File: config.mk
export PLATFORM = sky130hd
export DESIGN_NAME = fetch_unit
export DESIGN_NICKNAME = d
export VERILOG_FILES = /design/src/rtl/fetch_unit.sv
export SDC_FILE = /design/constraint.sdc
export NUM_CORES = 1
export LEC_CHECK = 0
export BUFFER_PORTS_ARGS = -buffer_cell sky130_fd_sc_hd__clkbuf_2
export CAP_MARGIN = 0
export CORE_UTILIZATION = 28
export CTS_CLUSTER_DIAMETER = 50
export DETAILED_ROUTE_END_ITERATION = 8
export MAX_ROUTING_LAYER = met4
export PLACE_DENSITY = 0.67
export RECOVER_POWER = 100
export SKIP_CTS_REPAIR_TIMING = 1
export SLEW_MARGIN = 20
export SYNTH_ARGS = -nofsm -noshare
export SYNTH_HDL_FRONTEND = slang
export SYNTH_SLANG_ARGS = --single-unit
File: constraint.sdc
create_clock -name clk -period 3.1 [get_ports clk]
set_clock_uncertainty 0.2 [all_clocks]
set_input_delay 0.62 -clock clk [delete_from_list [all_inputs] [get_ports clk]]
set_output_delay 0.62 -clock clk [all_outputs]
set_load 0.05 [all_outputs]
File: src/rtl/fetch_unit.sv
// Instruction fetch sequencer: latches PC into MAR, requests a memory read and
// captures the word into MBR. Optional timeout abort via FETCH_TIMEOUT_EN.
module fetch_unit #(
    parameter int TIMEOUT_CYCLES = 15
) (
    input  logic        clk,
    input  logic        rst_n,
    input  logic        fetch_start,
    input  logic [7:0]  pc_in,
    output logic [7:0]  mem_addr,
    output logic        mem_req,
    input  logic        mem_ack,
    input  logic [15:0] mem_rdata,
    output logic [15:0] mbr_out,
    output logic [7:0]  ir_opcode,
    output logic [7:0]  ir_addr,
    output logic        pc_inc,
    output logic        fetch_done,
    output logic        busy,
    output logic        fetch_err
);

    if (TIMEOUT_CYCLES < 1 || TIMEOUT_CYCLES > 255) begin : g_bad_timeout
        $error("fetch_unit: TIMEOUT_CYCLES must be 1..255");
    end

`ifdef FETCH_TIMEOUT_EN
    typedef enum logic [1:0] {IDLE, REQ, DONE, ERR} state_t;
`else
    typedef enum logic [1:0] {IDLE, REQ, DONE} state_t;
`endif

    state_t state, state_nxt;

    always_ff @(posedge clk or negedge rst_n) begin
        if (!rst_n) state <= IDLE;
        else        state <= state_nxt;
    end

    // MAR only loads when a fetch is accepted, so pc_in is don't-care afterwards
    always_ff @(posedge clk or negedge rst_n) begin
        if (!rst_n) begin
            mem_addr <= 8'h00;
            mbr_out  <= 16'h0000;
        end else begin
            if (state == IDLE && fetch_start) mem_addr <= pc_in;
            if (state == REQ && mem_ack)      mbr_out  <= mem_rdata;
        end
    end

`ifdef FETCH_TIMEOUT_EN
    localparam logic [7:0] TMO_LAST = 8'(TIMEOUT_CYCLES - 1);

    logic [7:0] tmo_cnt;
    logic       tmo_hit;

    // Counter holds the number of unacknowledged REQ cycles already elapsed,
    // so the last permitted wait cycle is the one where it equals TIMEOUT-1.
    always_ff @(posedge clk or negedge rst_n) begin
        if (!rst_n)                                        tmo_cnt <= 8'h00;
        else if (state == IDLE && fetch_start)             tmo_cnt <= 8'h00;
        else if (state == REQ && !mem_ack && tmo_cnt != 8'hFF) tmo_cnt <= tmo_cnt + 8'd1;
    end

    assign tmo_hit = (tmo_cnt >= TMO_LAST);
`endif

    always_comb begin
        state_nxt = state;
        case (state)
            IDLE: if (fetch_start) state_nxt = REQ;
            REQ: begin
                if (mem_ack) state_nxt = DONE;
`ifdef FETCH_TIMEOUT_EN
                else if (tmo_hit) state_nxt = ERR;
`endif
            end
            DONE: state_nxt = IDLE;
`ifdef FETCH_TIMEOUT_EN
            ERR:  state_nxt = IDLE;
`endif
            default: state_nxt = IDLE;
        endcase
    end

    assign mem_req    = (state == REQ);
    assign fetch_done = (state == DONE);
    assign pc_inc     = (state == DONE);
    assign busy       = (state != IDLE);
`ifdef FETCH_TIMEOUT_EN
    assign fetch_err  = (state == ERR);
`else
    assign fetch_err  = 1'b0;
`endif
    assign ir_opcode  = mbr_out[15:8];
    assign ir_addr    = mbr_out[7:0];

endmodule

## Word level (Yosys, flattened, before mapping)

Cells that the tools add are included.

| word-level totals | value |
|---|---|
| output and inout port bits | 45 |
| bits of input ports | 28 |
| logic and storage cells | 15 |
| flip-flop bits (word level) | 26 |

| cells by class | value |
|---|---|
| reductions and logical operators | 5 |
| equality and inequality tests | 4 |
| muxes and demuxes | 3 |

Operators by type and width:

| kind | count |
|---|---|
| 2-bit 2-to-1 mux | 2 |
| 2-bit case mux with 2 select lines | 1 |
| 2-bit by 1-bit equality test with 1-bit output (second input constant) | 1 |
| 2-bit equality test (second input constant) | 1 |
| 1-bit logical AND | 2 |
| 2-bit logical NOT | 1 |
| 2-bit by 1-bit inequality test with 1-bit output (second input constant) | 1 |
| 2-bit inequality test (second input constant) | 1 |
| 2-bit AND reduction | 1 |
| 2-bit nonzero test | 1 |

## Logic depth before layout (Yosys ltp)

| logic depth | value |
|---|---|
| depth in word-level cells | 3 |
| gate-level depth with buffers | 4 |
| depth with buffers taken out | 2 |

## Worst setup path after synthesis

No wires, ideal clock.

| timing | value |
|---|---|
| path kind | reg2out |
| from | reg state[0] |
| to | out pc_inc |
| data arrival time | 1.252 ns |
| data required time | 2.280 ns |
| cell stages (with the launch flop) | 4 |
| slack | 1.028 ns |
| buffers on the path | 2 |
| cell sequence | dfrtp_1 buf_6 and2b_1 buf_4 |

| between the ends | value |
|---|---|
| cells in the longest elaborated chain, start to end | 1 |

RTL lines:

| what | RTL line | RTL |
|---|---|---|
| start: declaration | 33 | `state_t state, state_nxt;` |
| start signal: assignment | 37 | `else state <= state_nxt;` |
| 2-bit equality test | - |  |
| end: declaration | 17 | `output logic pc_inc,` |

Every way passes these cells.

## Final worst setup path

| timing | value |
|---|---|
| from | reg state[0] |
| to | out fetch_done |

| between the ends | value |
|---|---|
| cells in the longest elaborated chain, start to end | 1 |

RTL lines:

| what | RTL line | RTL |
|---|---|---|
| 2-bit equality test | 87 | `assign fetch_done = (state == DONE);` |
| end: declaration | 18 | `output logic fetch_done,` |

Every way passes these cells.

==> impl_results.md <==
- Final hold violation count: 0
- Buf/Inv on CP: 1
- Maximum root-to-sink buffer count: 2
- Gr busiest metal: met2
- DR vias/cell: 4.220
- TritonCTS clock tree: built
- Worst EP required: 2280 ps
- Fin crit share: a little under three quarters
- Die Footprint: 4390 µm²
- Ys flop type: dfrtp_1
- Worst path cell trace: and2b_1 > clkbuf_1
- Hold_ws: 306.8 ps
- Met1 usage: 10.21%
- Relative slew slack: 10.63%
- Setup crit start kind: flop
- DP Area: about 1400 µm²
- Tot GR Track Use: 10.22%
- Finished Cell Area: 1405 µm²
- Iter 0 DRT Violations: 2
- Row cnt: 22
- CP startpoint: state[0]
- Clk slew on worst S/H paths: 90 ps
- Most common cell after layout, fill and taps aside: clkbuf_1
- Tightest Pin Transition: 1341 ps
- Post-Synthesis Cells: 79
- Min-Delay Path Class: reg2reg
- Setup-failing EPs final: 0
- Initial antenna violation count: 0
- Min-delay src: state[1]
- Max FO, Critical Path: 7
- CTS root buffer: clkbuf_8
- Max Cap Viol: 0
- Number of I/O port buffers: 71
- Top area cells in the synthesized netlist: dfrtp_1, mux2_2, buf_4, buf_6, nand3b_4
- CTS buffer count: 3
- Syn-to-layout area delta: 21.54%
- CTS H-Tree Depth: 1
- Setup TNS: 0 ps
- Worst r2r dst: mem_addr[3]
- Hold EP: state[0]
- Seq/Total Area, Yosys: 56.28%
- Asr flop ratio synth: 100.0%
- Fmax: 450.7 MHz
- Largest net degree at the start of global routing: 27
- Clock Latency Late Sink: around 260 ps
- Worst r2r path cells: 2
- Internal reg-to-reg setup slack: 1000 ps
- Mean post-synth cell area: 14.63 µm²
- Die height: 66.26 µm
- Clk sinks: 26
- Post-synth top area cell: dfrtp_1
- Synth Cell Area: approximately 1200 µm²
- Core Footprint: 3799 µm²
- Nets: 163
- Largest delay share family, worst path: buffers and inverters
- Synth Net Count: 107
- First-pass GRT wire length: around 3200 µm
- Synth top area share: 56.28%
- Crit path kind: reg2out
- CP endpoint kind: output port
- Total gr overflow: 0
- Die width: between 60 and 70 µm
- Routing usage on met2: 18.88%
- Ratio of cells with drive above 1 in the final layout: 41.04%
- Drt wl/cell: 10.94 µm
- Hold depth: 1
- WL final: 1991 µm
- Num ports: between 70 and 80
- Gp weighted congestion: 0.6687
- Ys Warns: 0
- Synth unique cells: 13
- Total number of vias: 768
- CP max stage delay: about 470 ps
- #FFs+latches synth: 26
- Final ANT Viol Nets: 0
- Initial Utilization: between 30% and 40%
- Final Max Slew Viols: 0
- Drc violations: 0
- Vias in the first global route: 714
- Worst EP arrival: 1400 ps
- Post-synth EDFFs: 0
- Reg2reg start: state[0]
- Final HPWL DP: 1574 µm
- Minimum clock period: 2219 ps
- Synth cell count leaders: dfrtp_1, mux2_2, buf_4, buf_6
- Status: finished clean
- Detailed Routing Iterations Pass 1: 2
- Worst path slowest cell: clkbuf_1
- Count leader, synth: dfrtp_1
- Antenna Cells: 0
- Global-route met3 utilization: 2.069%
- Most frequent cells in the layout: clkbuf_1, clkbuf_2, dfrtp_1
- Unrepaired setup endpoints after global routing: false
## state kept, by name, indices dropped and copies added (netlist names)
signal and count:
mem_addr 8, state 2, mbr_out 16
## final cells by class
class / instances / area [µm²]
fill: 404 / 2394
clock buffer: 3 / 41.29
clock inverter: 1 / 30.03
sequential: 26 / 650.6
tap: 48 / 60.06
inverter: 1 / 3.754
timing repair buffer: 71 / 299.0
multi-input combinational: 32 / 320.3
## per-stage QoR
| stage | instances | utilization, % | setup WS (ps) |
|---|---|---|---|
| global placement | 178 | 37.22 | 1279 |
| finish | 182 | 36.99 | 881.1 |
| detailed placement | 178 | 37.22 | 1241 |
| floorplan | 79 | - | 1028 |
| global route | 182 | 36.99 | 797.5 |
| CTS | 182 | 39.10 | 942.9 |
## kinds of logic after synthesis
group / after synthesis / synth area share (%)
flops: 26 / 56.28
mux: 24 / 23.38
buf+inv: 21 / 13.96
simple gates: 6 / 5.412
compound gates: 1 / 0.6496
other cells: 1 / 0.3244
## worst max-delay path by stage
| stage | to | slack, ps | cells after the start |
|---|---|---|---|
| 2_1_floorplan | pc_inc | 1030 | 3 |
| 3_3_place_gp | busy | 1280 | 2 |
| 3_5_place_dp | mem_addr[3] | 1240 | 3 |
| 4_1_cts | busy | 940 | 2 |
| 5_1_grt | pc_inc | 800 | 2 |
| 6_report | fetch_done | 880 | 2 |
## routing by layer
metal,wire length (µm),up-vias
li1,-,353
met5,0,-
met1,749,373
met4,27,0
met2,1068,40
met3,145,2
Power is left out: the tool's default activity adds up to more than one toggle a clock period on the data nets, which glitch-free logic cannot reach.
